`config.mk`:
```
export PLATFORM = sky130hd
export DESIGN_NAME = mem_bus_arbiter
export DESIGN_NICKNAME = d
export VERILOG_FILES = /design/src/rtl/pipeline_defs.sv /design/src/rtl/arb_req_latch.sv /design/src/rtl/mem_bus_arbiter.sv
export SDC_FILE = /design/constraint.sdc
export NUM_CORES = 1
export LEC_CHECK = 0
export BUFFER_PORTS_ARGS = -buffer_cell sky130_fd_sc_hd__clkbuf_2
export CAP_MARGIN = 20
export CORE_AREA = 2 2 116 118
export CTS_CLUSTER_DIAMETER = 150
export CTS_CLUSTER_SIZE = 24
export DETAILED_ROUTE_END_ITERATION = 10
export DIE_AREA = 0 0 118 120
export HOLD_SLACK_MARGIN = 0.06
export PLACE_DENSITY = 0.51
export SLEW_MARGIN = 20
export SYNTH_ARGS = -nofsm -noshare
export SYNTH_HDL_FRONTEND = slang
export SYNTH_SLANG_ARGS = --single-unit
```
`constraint.sdc`:
```
create_clock -name clk -period 2.6 [get_ports clk]
set_input_delay 0.13 -clock clk [delete_from_list [all_inputs] [get_ports clk]]
set_output_delay 0.13 -clock clk [all_outputs]
set_load 0.01 [all_outputs]
```
`src/rtl/pipeline_defs.sv`:
```
// Shared definitions for the data-memory arbiter: FSM encodings, request record and
// counter-width helpers.
package pipeline_defs;

    localparam logic [1:0] ARB_S_IDLE = 2'd0;
    localparam logic [1:0] ARB_S_CORE = 2'd1;
    localparam logic [1:0] ARB_S_DMA  = 2'd2;

    // lat_cnt width for the default MEM_LAT; parameterised users call arb_cnt_w().
    localparam int unsigned ARB_DEF_MEM_LAT = 1;
    localparam int unsigned ARB_LAT_W       = $clog2(ARB_DEF_MEM_LAT + 1);

    typedef enum logic {
        OwnCore = 1'b0,
        OwnDma  = 1'b1
    } arb_owner_e;

    typedef struct packed {
        logic [31:0] addr;
        logic [31:0] wdata;
        logic        rd;
        logic        wr;
        arb_owner_e  owner;
    } arb_req_t;

    // Width of a counter that must hold values 0..max_val.
    function automatic int unsigned arb_cnt_w(input int unsigned max_val);
        return (max_val < 1) ? 1 : $clog2(max_val + 1);
    endfunction

endpackage

```
`src/rtl/arb_req_latch.sv`:
```
// Holds the arbitration winner's request for the remaining cycles of a multi-cycle read.
module arb_req_latch
    import pipeline_defs::*;
(
    input  logic     clk,
    input  logic     reset,
    input  logic     load_i,
    input  arb_req_t req_i,
    output arb_req_t req_o
);

    arb_req_t req_q;

    always_ff @(posedge clk) begin
        if (reset) begin
            req_q <= '{addr: 32'h0, wdata: 32'h0, rd: 1'b0, wr: 1'b0, owner: OwnCore};
        end else if (load_i) begin
            req_q <= req_i;
        end
    end

    assign req_o = req_q;

endmodule

```
`src/rtl/mem_bus_arbiter.sv`:
```
// Shares the data-RAM port between the core MEM stage and a DMA/debug master.
// Core has priority; a saturating wait counter guarantees the DMA a slot.
module mem_bus_arbiter
    import pipeline_defs::*;
#(
    parameter int unsigned MEM_LAT  = 1,
    parameter int unsigned MAX_WAIT = 8
) (
    input  logic        clk,
    input  logic        reset,
    input  logic [31:0] iCoreAddr,
    input  logic        iCoreRead,
    input  logic        iCoreWrite,
    input  logic [31:0] iCoreWriteData,
    output logic [31:0] oCoreReadData,
    output logic        oCoreStall,
    input  logic        iDmaReq,
    input  logic        iDmaWrite,
    input  logic [31:0] iDmaAddr,
    input  logic [31:0] iDmaWriteData,
    output logic        oDmaGnt,
    output logic        oDmaRdValid,
    output logic [31:0] oDmaRdData,
    output logic [31:0] oMemAddr,
    output logic        oMemRead,
    output logic        oMemWrite,
    output logic [31:0] oMemWriteData,
    input  logic [31:0] iMemReadData
);

    localparam int unsigned      LatW     = arb_cnt_w(MEM_LAT);
    localparam int unsigned      WaitW    = arb_cnt_w(MAX_WAIT);
    localparam logic [LatW-1:0]  LatLast  = LatW'(MEM_LAT - 1);
    localparam logic [WaitW-1:0] WaitMax  = WaitW'(MAX_WAIT);
    localparam bit               SingleRd = (MEM_LAT == 1);

    logic [1:0]       state_q, state_d;
    logic [LatW-1:0]  lat_cnt_q, lat_cnt_d;
    logic [WaitW-1:0] wait_cnt_q, wait_cnt_d;

    logic     core_req, core_rd, dma_pri, win_dma, win_core;
    logic     latch_load, done, done_rd, own_dma;
    arb_req_t arb_req, lat_req;

    logic [31:0] mem_addr, mem_wdata, core_rdata, dma_rdata;
    logic        mem_read, mem_write, core_stall, dma_gnt, dma_rdvalid;

    // Arbitration; read+write from the core collapses to a write.
    always_comb begin
        core_req = iCoreRead | iCoreWrite;
        core_rd  = iCoreRead & ~iCoreWrite;
        dma_pri  = iDmaReq && (wait_cnt_q == WaitMax);
        win_dma  = dma_pri || (iDmaReq && !core_req);
        win_core = core_req && !dma_pri;

        arb_req.owner = win_dma ? OwnDma : OwnCore;
        arb_req.addr  = win_dma ? iDmaAddr : iCoreAddr;
        arb_req.wdata = win_dma ? iDmaWriteData : iCoreWriteData;
        arb_req.rd    = win_dma ? ~iDmaWrite : core_rd;
        arb_req.wr    = win_dma ? iDmaWrite : iCoreWrite;
    end

    always_comb begin
        state_d    = state_q;
        lat_cnt_d  = lat_cnt_q;
        latch_load = 1'b0;
        done       = 1'b0;
        done_rd    = 1'b0;
        own_dma    = 1'b0;
        mem_addr   = 32'h0;
        mem_wdata  = 32'h0;
        mem_read   = 1'b0;
        mem_write  = 1'b0;

        unique case (state_q)
            ARB_S_IDLE: begin
                if (win_dma || win_core) begin
                    mem_addr  = arb_req.addr;
                    mem_wdata = arb_req.wdata;
                    mem_read  = arb_req.rd;
                    mem_write = arb_req.wr;
                    own_dma   = win_dma;
                    done_rd   = arb_req.rd;
                    if (arb_req.wr || SingleRd) begin
                        done = 1'b1;
                    end else begin
                        state_d    = win_dma ? ARB_S_DMA : ARB_S_CORE;
                        lat_cnt_d  = LatW'(1);
                        latch_load = 1'b1;
                    end
                end
            end
            ARB_S_CORE, ARB_S_DMA: begin
                // Only reads are ever latched, so rd stays high and wr low here.
                mem_addr  = lat_req.addr;
                mem_wdata = lat_req.wdata;
                mem_read  = lat_req.rd;
                mem_write = lat_req.wr;
                own_dma   = (lat_req.owner == OwnDma);
                done_rd   = 1'b1;
                if (lat_cnt_q == LatLast) begin
                    done      = 1'b1;
                    state_d   = ARB_S_IDLE;
                    lat_cnt_d = '0;
                end else begin
                    lat_cnt_d = lat_cnt_q + LatW'(1);
                end
            end
            default: begin
                state_d   = ARB_S_IDLE;
                lat_cnt_d = '0;
            end
        endcase
    end

    always_comb begin
        core_stall  = core_req && !(done && !own_dma);
        core_rdata  = (done && !own_dma && done_rd) ? iMemReadData : 32'h0;
        dma_gnt     = done && own_dma;
        dma_rdvalid = dma_gnt && done_rd;
        dma_rdata   = dma_rdvalid ? iMemReadData : 32'h0;
    end

    always_comb begin
        wait_cnt_d = wait_cnt_q;
        if (!iDmaReq || dma_gnt) begin
            wait_cnt_d = '0;
        end else if (wait_cnt_q != WaitMax) begin
            wait_cnt_d = wait_cnt_q + WaitW'(1);
        end
    end

    always_ff @(posedge clk) begin
        if (reset) begin
            state_q    <= ARB_S_IDLE;
            lat_cnt_q  <= '0;
            wait_cnt_q <= '0;
        end else begin
            state_q    <= state_d;
            lat_cnt_q  <= lat_cnt_d;
            wait_cnt_q <= wait_cnt_d;
        end
    end

    arb_req_latch u_req_latch (
        .clk    (clk),
        .reset  (reset),
        .load_i (latch_load),
        .req_i  (arb_req),
        .req_o  (lat_req)
    );

    // Reset forces every output quiet, even while requests are still asserted.
    assign oMemAddr      = reset ? 32'h0 : mem_addr;
    assign oMemWriteData = reset ? 32'h0 : mem_wdata;
    assign oMemRead      = reset ? 1'b0 : mem_read;
    assign oMemWrite     = reset ? 1'b0 : mem_write;
    assign oCoreStall    = reset ? 1'b0 : core_stall;
    assign oCoreReadData = reset ? 32'h0 : core_rdata;
    assign oDmaGnt       = reset ? 1'b0 : dma_gnt;
    assign oDmaRdValid   = reset ? 1'b0 : dma_rdvalid;
    assign oDmaRdData    = reset ? 32'h0 : dma_rdata;

endmodule

```
==> results.env, run 1 <==
CRITICAL_PATH_TYPE='flip-flop to output port'
GRT_START_MAX_NET_PINS=69
HOLD_START='wait_cnt_q[0]'
YOSYS_WARNING_COUNT=0
NETLIST_TOP_CELLS_AREA='o2111ai_1 (24%), o41ai_1 (24%), and2_1 (17%)'
DESIGN.DIE.AREA_SQ_UM=14200
UTILIZATION_PCT=31.0
IO_BUFFER_COUNT=298
LARGEST_REGISTER_FFS=4
FIN_CRIT_NS=2.16
WIRELENGTH_MM=12.1
YOSYS.AREA.TOP_TYPE='o2111ai_1'
TIMING.SLEW.HEADROOM_PCT=52.2
SYN_AVG_CELL_AREA_SQ_UM=6.63
GRT_UTIL_ALL_LAYERS_PCT=15.7
LAYOUT.CELLS.MOST_COMMON='clkbuf_2'
PEAK_SUPPLY_DROP_mV=0.127
VIA_COUNT_OF_THE_FIRST_GLOBAL_ROUTING_PASS=3490
GRT_FIRST_PASS_WIRELENGTH_MM=18.4
LEAKAGE_nW=2.27
FILLERS=1424
SYN_AREA_SQ_UM=2300
CTS_ROOT_BUF='clkbuf_16'
START_UTIL_PCT=17.7
SYNTH_XOR_XNOR_AREA_SHARE_PCT=0.762
LAYOUT-DRIVE-GT1-SHARE_PCT=53.7
CRIT_PATH_START='wait_cnt_q[0]'
MAIN_COMBINATIONAL_CELL_FAMILY_BY_AREA_AFTER_SYNTHESIS='compound AO/OA/AOI/OAI gates'
CP-START-KIND='flip-flop'
DIODES=0
IO-PIN-COUNT=299
SIMPLE_GATE_SHARE_OF_THE_SYNTHESIZED_AREA_PCT=21.8
SYN_TO_FINAL_GROWTH_PCT=75.2
POSTCTSSETUPREPAIRBUFS=0
FINAL.SETUP.WORST_SLACK_NS=0.438
TIMING.FINAL.CRIT_SHARE_PCT=83.2
TRITONCTS='done'
REG_TOP3='wait_cnt_q: 4 flops'
ANTENNA_VIOLATIONS_BEFORE_REPAIR=0
POSTCTSHOLDBUFS=0
FINAL-MAX-SLEW-VIOLATION-COUNT=0
CTS_MAX_PATH_BUFFERS=2
GLOBALROUTE.TOTALOVERFLOW=0
INSERTION_DELAY_NS=0.22
SYNTH_CELL_TYPE_COUNT=26
CRITICAL_PATH_ARRIVAL_NS=2.03
CP-END-KIND='output port'
PWR-SHARE-CLK_PCT=29.0
RSZ_0062_RAISED_AFTER_GLOBAL_ROUTING='false'
ROUTEDWLPERCELL_UM=15.3
POST_SYNTH_NET_TOTAL=515
CP.REQUIRED_NS=2.47
PLACEABLECOREAREA_SQ_UM=13000
SYNTHARSTFLOPSHARE_PCT=0
POWER-PER-CELL-AREA_nW_PER_UM2=202
DRTITER0DRC=204
FP.DIEH_UM=120
CRITICAL_R2R_LAUNCH='wait_cnt_q[0]'
CTS.REPAIR.RESIZED=0
MULTI_INPUT_GATE_AREA_SQ_UM=1730
TYPE_OF_THE_WORST_MIN_DELAY_PATH='flip-flop to flip-flop'
POST-DP-HPWL_MM=9.79
ACHIEVABLE-FREQUENCY_GHz=0.462
WORST_SLEW_PIN_SLEW_NS=0.717
PLACE_CONGESTION=0.879
INTERNAL_DISSIPATION_W=0.000488
AVERAGE_VIAS_PER_PLACED_INSTANCE=4.81
SYNTH-EDFF-COUNT=0
P_SW_SHARE_PCT=40.0
SYNTH_SEQ_AREA_SHARE_PCT=3.48
DR_TOTAL_VIAS=3794
SYNTHMUXAREASHARE_PCT=0
LAYOUT.NETS=783
SETUP_TNS_NS=0
CLOCK_SINKS=4
HOLD_VIOL=0
CLOCK_SKEW_NS=0.00161
FINAL_CELL_MIX='clkbuf_2 (298), inv_1 (67), and2_1 (64), o2111ai_1 (64), o41ai_1 (64)'
SYNTH-COMPOUND-AREA-SHARE_PCT=51.1
OUTCOME='complete, no violations'
PRE_CTS_WS_NS=0.600
SYNTHADDERAREAFRAC_PCT=1.09
YS.FLOP_TYPE='dfxtp_1'
DIE_X_UM=118
NET-SWITCHING-POWER_W=0.000326
REGAREA_SQ_UM=80.1
DETAILEDROUTE.FIRSTPASSITERATIONCOUNT=4
POSTSYNTHREGISTERBITS=4
CTS.HTREE.LEVELS=1
FINAL-SETUP-VIOL-COUNT=0
TRITONCTS.NUM_BUFFERS=3
PLACEMENT_ROWS=42
LARGEST-REGISTER='wait_cnt_q'
MAX_CAP_VIOLATIONS=0
SYNTH_TOP_AREA_SHARE_PCT=24.4
SYNTH_CELLS=347
TIMING.CRITICAL_PATH.FANOUT_MAX=33
CTS.CLK_SLEW.WORST_PATHS_NS=0.03
ANT_NETS=0
SHARE_COMB_OF_TOTAL_POWER_PCT=63.1
SEQPWRFRAC_PCT=7.9
DETAIL_ROUTE.DRC_VIOLATIONS=0
[synthesized netlist by cell type (2+ instances only)]
library cell	count
buf_1	7
o2111ai_1	64
nor2_1	6
buf_2	10
a21oi_1	2
ha_1	2
inv_1	69
buf_6	3
and2_1	64
nand3_1	3
dfxtp_1	4
or2_2	2
clkbuf_1	35
o41ai_1	64
[worst max-delay path, cell delays in order, from the launching register on]
cell,delay (ns)
dfxtp_1,0.36
inv_1,0.06
ha_1,0.21
and3b_4,0.22
a2111oi_4,0.33
buf_4,0.30
and2_1,0.19
clkbuf_2,0.14
[metal layers]
metal	up-vias	GRT usage, %	wire [um]	share of wire, %
met1	1735	18.9	4810	40
met2	194	29.6	6290	52
met3	6	2.66	852	7.1
met5	-	0	0	0
met4	0	2.48	105	0.87
li1	1859	-	-	-
[power by group through the flow]
stage	Clock [W]	Sequential [W]	Combinational, W
6_report	0.000236	0.0000643	0.000514
3_5_place_dp	0	0.0000651	0.000516
3_3_place_gp	0	0.0000650	0.000511
5_1_grt	0.000242	0.0000644	0.000564
2_1_floorplan	0	0.0000649	0.000248
4_1_cts	0.000240	0.0000644	0.000519
[stage by stage]
stage	instances	instance area, sq um	hold slack [ns]	total power, W
after global placement	786	3950	0.448	0.000576
after CTS	789	4030	0.487	0.000823
after detailed placement	786	3950	0.458	0.000582
after global routing	789	4030	0.502	0.000869
after floorplan	347	2300	0.351	0.000313
final	789	4030	0.484	0.000814
[final timing paths]
kind                       endpoint  slack [ns]  cells after the start
hold / removal        wait_cnt_q[0]        0.48                      1
setup / recovery  oCoreReadData[28]        0.44                      7
hold reg to reg       wait_cnt_q[0]        0.48                      1
setup reg to reg      wait_cnt_q[0]        1.18                      6
[cell type report]
type / instances / area share, %
tap: 176 / 5.47
clock buffer: 3 / 1.86
inverter: 69 / 6.46
multi-input combinational: 219 / 42.9
sequential: 4 / 1.99
timing repair buffer: 318 / 41.4
[cells by family (layout without fill, tap and decap cells)]
logic type / Yosys count / in the layout
AND/OR/NAND/NOR: 82 / 82
buffers and inverters: 124 / 390
flip-flops: 4 / 4
XOR/XNOR: 2 / 2
AO/OA/AOI/OAI: 133 / 133
adder cells (fa/ha/maj): 2 / 2
No activity file was read; power rests on OpenSTA's default activity.
==> inputs of run 2 (changes only) <==
clock period = 2 ns   (was 2.6 ns; I/O delays follow)
==> run 2 against run 1 <==
Against the previous run:
- register-to-register slack got worse by 0.61 ns
- sequential power increased by 31%
- critical path depth increased by 1
- global-route usage increased by 1.1 points
- worst setup slack got worse by 0.43 ns
- cell count increased by 3.3%
- critical path type unchanged
- critical endpoint is now oCoreReadData[31]
- highest routed layer unchanged
==> results.env, run 2 (same netlist as run 1, synthesis figures left out) <==
REG_TOP3='wait_cnt_q: 4 flops'
LEAKAGE_nW=2.60
CP.REQUIRED_NS=1.90
CTS.HTREE.LEVELS=1
SETUP_TNS_NS=0
GRT_UTIL_ALL_LAYERS_PCT=16.8
TRITONCTS='done'
WHS_PATH_DEPTH=1
PLACEMENT_ROWS=42
DETAILEDROUTE.FIRSTPASSITERATIONCOUNT=4
TIMING.FINAL.CRIT_SHARE_PCT=99.7
WORST_SLEW_PIN_SLEW_NS=0.487
CRITICAL_PATH_ARRIVAL_NS=1.89
CLOCK_SINKS=4
FINAL-MAX-SLEW-VIOLATION-COUNT=0
ANTENNA_VIOLATIONS_BEFORE_REPAIR=0
GLOBALROUTE.TOTALOVERFLOW=0
ROUTEDWLPERCELL_UM=16.3
LAYOUT.CELLS.MOST_COMMON='clkbuf_2'
R2R_SLACK_NS=0.57
TYPE_OF_THE_WORST_MIN_DELAY_PATH='flip-flop to flip-flop'
CLOCK_SKEW_NS=0.000385
FILLERS=1369
MAX_CAP_VIOLATIONS=0
DESIGN.DIE.AREA_SQ_UM=14200
WIRELENGTH_MM=13.3
OUTCOME='complete, no violations'
AVERAGE_VIAS_PER_PLACED_INSTANCE=4.96
ACHIEVABLE-FREQUENCY_GHz=0.501
POSTCTSHOLDBUFS=0
CTS_ROOT_BUF='clkbuf_16'
SYN_TO_FINAL_GROWTH_PCT=104
CTS.CLK_SLEW.WORST_PATHS_NS=0.03
TIMING.SLEW.HEADROOM_PCT=67.5
PLACEABLECOREAREA_SQ_UM=13000
FINAL_CELL_MIX='clkbuf_2 (264), inv_1 (65), o2111ai_1 (63)'
LARGEST-REGISTER='wait_cnt_q'
RSZ_0062_RAISED_AFTER_GLOBAL_ROUTING='true'
REG2REG_DEPTH=6
GRT_START_MAX_NET_PINS=52
DETAIL_ROUTE.DRC_VIOLATIONS=0
TIMING.CRITICAL_PATH.FANOUT_MAX=8
IO-PIN-COUNT=299
VIA_COUNT_OF_THE_FIRST_GLOBAL_ROUTING_PASS=3814
FIN_CRIT_NS=1.99
CRITICAL_PATH_TYPE='flip-flop to output port'
CTS_MAX_PATH_BUFFERS=2
TRITONCTS.NUM_BUFFERS=3
ANT_NETS=0
IO_BUFFER_COUNT=298
FP.DIEH_UM=120
POST-DP-HPWL_MM=10.3
DR_TOTAL_VIAS=4044
MULTI_INPUT_GATE_AREA_SQ_UM=1910
UTILIZATION_PCT=36.1
FINAL-SETUP-VIOL-COUNT=0
LAYOUT.CELLS.NON_FILLER=815
CP-START-KIND='flip-flop'
POST-LAYOUT-TOTAL-POWER_W=0.00118
REGAREA_SQ_UM=82.6
POWER-PER-CELL-AREA_nW_PER_UM2=252
INSERTION_DELAY_NS=0.22
LARGEST_REGISTER_FFS=4
DIODES=0
PEAK_SUPPLY_DROP_mV=0.172
GRT_FIRST_PASS_WIRELENGTH_MM=19.5
DPL.CELL_COUNT=805
CP-END-KIND='output port'
HOLD_VIOL=0
START_UTIL_PCT=17.7
DIE_X_UM=118
PLACE_CONGESTION=0.892
LAYOUT-DRIVE-GT1-SHARE_PCT=62.0
LAYOUT.NETS=809
DRTITER0DRC=176
run 2: cell types whose count changed in the layout (fill, tap and decap cells not counted), moves of 15 or more:
cell	before	now
and2_1	64	44
and2_4	0	20
buf_6	0	23
clkbuf_2	298	264
o41ai_1	64	49
o41ai_2	0	15
run 2: worst max-delay path, cell delays in order, from the launching register on:
cell	delay, ns
dfxtp_2	0.34
inv_2	0.05
ha_4	0.15
and3b_4	0.20
a2111oi_4	0.29
buf_6	0.20
clkbuf_16	0.16
and2_1	0.13
buf_2	0.13
run 2: cell type report:
class	count	area share, %
sequential	4	1.76
multi-input combinational	219	40.7
tap	176	4.70
timing repair buffer	344	45.6
inverter	69	5.56
clock buffer	3	1.60
run 2: metrics by stage:
stage	worst slack (ns)	area (sq um)	hold slack (ns)
2_1_floorplan	0.303	2300	0.321
3_3_place_gp	0.181	4160	0.447
5_1_grt	-0.0638	4680	0.457
4_1_cts	-0.00149	4360	0.428
6_report	0.00551	4680	0.438
3_5_place_dp	0.158	4160	0.458
run 2: metal layers:
layer | vias up | share of wire (%) | global-route usage [%]
li1 | 1917 | - | -
met1 | 1894 | 38 | 19.2
met2 | 216 | 53 | 32.3
met3 | 17 | 6.9 | 2.23
met4 | 0 | 2.4 | 5.20
met5 | - | 0 | 0
run 2: final timing paths:
path | end | startpoint
worst min register to register | wait_cnt_q[0] | wait_cnt_q[0]
worst max-delay path | oCoreReadData[31] | wait_cnt_q[0]
worst max register to register | wait_cnt_q[1] | wait_cnt_q[0]
worst min-delay path | wait_cnt_q[0] | wait_cnt_q[0]
run 2: what timing repair did:
item,CTS,global route
cloned,1,4
resized for setup,15,83
endpoints found under the setup margin,45,74
setup buffers,0,2
pin swaps,0,19
run 2: report_power, final:
part / internal (W) / switching (W) / leakage, nW / total [W]
clock network: 0.000255 / 0.0000502 / 0.0370 / 0.000305
registers: 0.0000824 / 0.00000180 / 0.0333 / 0.0000842
logic: 0.000378 / 0.000414 / 2.53 / 0.000793
==> inputs of run 3 (changes only) <==
PLACE_DENSITY = 0.55   (was 0.51)
==> run 3 against run 2 <==
Against the previous run:
- hold slack improved by 0.0076 ns
- sequential cell count did not move
- clock skew barely moved
- combinational power fell by 9.0%
- global-route usage fell by 1.3 points
- register-to-register slack barely moved
- critical path type unchanged
- largest cell class unchanged
==> results.env, run 3 (same netlist as run 1, synthesis figures left out) <==
OUTCOME='complete, no violations'
PLACEABLECOREAREA_SQ_UM=13000
LEAKAGE_nW=2.42
TRITONCTS.NUM_BUFFERS=3
POST-LAYOUT-TOTAL-POWER_W=0.00111
R2R_SLACK_NS=0.56
DETAILEDROUTE.FIRSTPASSITERATIONCOUNT=4
CTS.CLK_SLEW.WORST_PATHS_NS=0.03
CTS.HTREE.LEVELS=1
DESIGN.DIE.AREA_SQ_UM=14200
TIMING.CRITICAL_PATH.MAX_DELAY_FAMILY='buffers and inverters'
IO_BUFFER_COUNT=298
MET3_USAGE_PCT=2.47
CTS_ROOT_BUF='clkbuf_16'
DRTITER0DRC=155
LARGEST-REGISTER='wait_cnt_q'
TYPE_OF_THE_WORST_MIN_DELAY_PATH='primary input to flip-flop'
TIMING.FINAL.CRIT_SHARE_PCT=98.7
LAYOUT-DRIVE-GT1-SHARE_PCT=57.2
DR_TOTAL_VIAS=3865
CP.REQUIRED_NS=1.90
GRT_UTIL_ALL_LAYERS_PCT=15.5
CP-END-KIND='output port'
CTS_MAX_PATH_BUFFERS=2
LAYOUT.CELLS.NON_FILLER=796
GRT_USE_MET2_PCT=29.5
TIMING.CRITICAL_PATH.FANOUT_MAX=16
ANTENNA_VIOLATIONS_BEFORE_REPAIR=1
GRT_FIRST_PASS_WIRELENGTH_MM=18.4
WORSTPATHCELLLIST='inv_2 > ha_4 > and3b_4 > a2111oi_4 > buf_4 > buf_12 > and2_1 > buf_2'
SLOWEST_DELAY_NS=0.35
INSERTION_DELAY_NS=0.22
CP-START-KIND='flip-flop'
LARGEST_REGISTER_FFS=4
TIMING.SLEW.HEADROOM_PCT=73.3
CRITICAL_PATH_ARRIVAL_NS=1.87
FP.DIEH_UM=120
SYN_TO_FINAL_GROWTH_PCT=89.0
START_UTIL_PCT=17.7
FINAL-SETUP-VIOL-COUNT=0
REG_TOP3='wait_cnt_q: 4 flops'
GRT_START_MAX_NET_PINS=79
LAYOUT.CELLS.MOST_COMMON='clkbuf_2'
AVERAGE_VIAS_PER_PLACED_INSTANCE=4.86
RSZ_0062_RAISED_AFTER_GLOBAL_ROUTING='true'
FINAL-MAX-SLEW-VIOLATION-COUNT=0
DETAIL_ROUTE.DRC_VIOLATIONS=0
POWER-PER-CELL-AREA_nW_PER_UM2=256
GRT-BUSIEST-LAYER='met2'
MAX_CAP_VIOLATIONS=0
DIE_X_UM=118
PEAK_SUPPLY_DROP_mV=0.294
VIA_COUNT_OF_THE_FIRST_GLOBAL_ROUTING_PASS=3558
MET1_USAGE_PCT=18.3
DPL.CELL_COUNT=782
CLOCK_SKEW_NS=0.000648
WORST-PATH-BUF-INV=4
WIRELENGTH_MM=12.6
IO-PIN-COUNT=299
FIN_CRIT_NS=1.97
FINAL_CELL_MIX='clkbuf_2 (268), inv_1 (65), o2111ai_1 (64)'
HOLD_VIOL=0
PLACE_CONGESTION=0.781
CRITICAL_PATH.SLOWEST_CELL='a2111oi_4'
ROUTEDWLPERCELL_UM=15.8
CLOCK_SINKS=4
POST-DP-HPWL_MM=9.18
ANT_NETS=0
GLOBALROUTE.TOTALOVERFLOW=0
WORST_SLEW_PIN_SLEW_NS=0.395
CRITICAL_PATH_TYPE='flip-flop to output port'
PLACEMENT_ROWS=42
TRITONCTS='done'
LAYOUT.NETS=789
ACHIEVABLE-FREQUENCY_GHz=0.506
## run 3: cell count changes in the layout (fill, tap and decap cells not counted), moves of 4 or more
cell,change
clkbuf_2,+4
o41ai_2,-9
and2_1,+12
buf_6,-14
and2_4,-12
buf_4,-18
o41ai_1,+9
buf_2,+8
## run 3: repair_timing
item	CTS	global route
gates resized for setup	6	56
pin swaps	2	8
cloned	2	2
endpoints found under the setup margin	32	42
hold buffers	0	0
buffers inserted	5	3
## run 3: metrics by stage
step / util [%] / setup TNS, ns / setup slack (ns) / hold slack [ns] / cell area (sq um)
after global placement: 30.8 / 0 / 0.211 / 0.450 / 4000
after global routing: 33.5 / -1.61 / -0.103 / 0.470 / 4350
final: 33.5 / 0 / 0.0251 / 0.446 / 4350
after CTS: 32.1 / -0.0162 / -0.00610 / 0.443 / 4170
after floorplan: - / 0 / 0.303 / 0.321 / 2300
after detailed placement: 30.8 / 0 / 0.171 / 0.455 / 4000
## run 3: final timing paths
path / from / endpoint / cells after the start
max: wait_cnt_q[1] / oCoreReadData[10] / 8
min: iDmaReq / wait_cnt_q[0] / 4
max reg2reg: wait_cnt_q[1] / wait_cnt_q[1] / 6
min reg2reg: wait_cnt_q[0] / wait_cnt_q[0] / 2
## run 3: layer usage
layer / up-vias / part of all wire (%)
li1: 1884 / -
met3: 12 / 5.9
met2: 185 / 52
met4: 0 / 1.4
met5: - / 0
met1: 1784 / 41
## run 3: area by class of cell
class	count	area (sq um)
Sequential cell	4	82.6
Multi-Input combinational cell	219	1810
Antenna cell	1	2.50
Fill cell	1414	8630
Timing Repair Buffer	324	1890
Inverter	69	260
Tap cell	176	220
Clock buffer	3	75.1
## run 3: report_power, final
group	internal, W	switching (W)
clock network	0.000255	0.0000538
logic	0.000334	0.000388
registers	0.0000824	0.00000104
## run 3: worst reg2reg max path, delay by kind of cell, from the launching register on
family / cells / cell delay (ns)
and+or+nand+nor: 3 / 0.61
DFF: 1 / 0.32
buffers and inverters: 2 / 0.30
adders and majority gates: 1 / 0.15
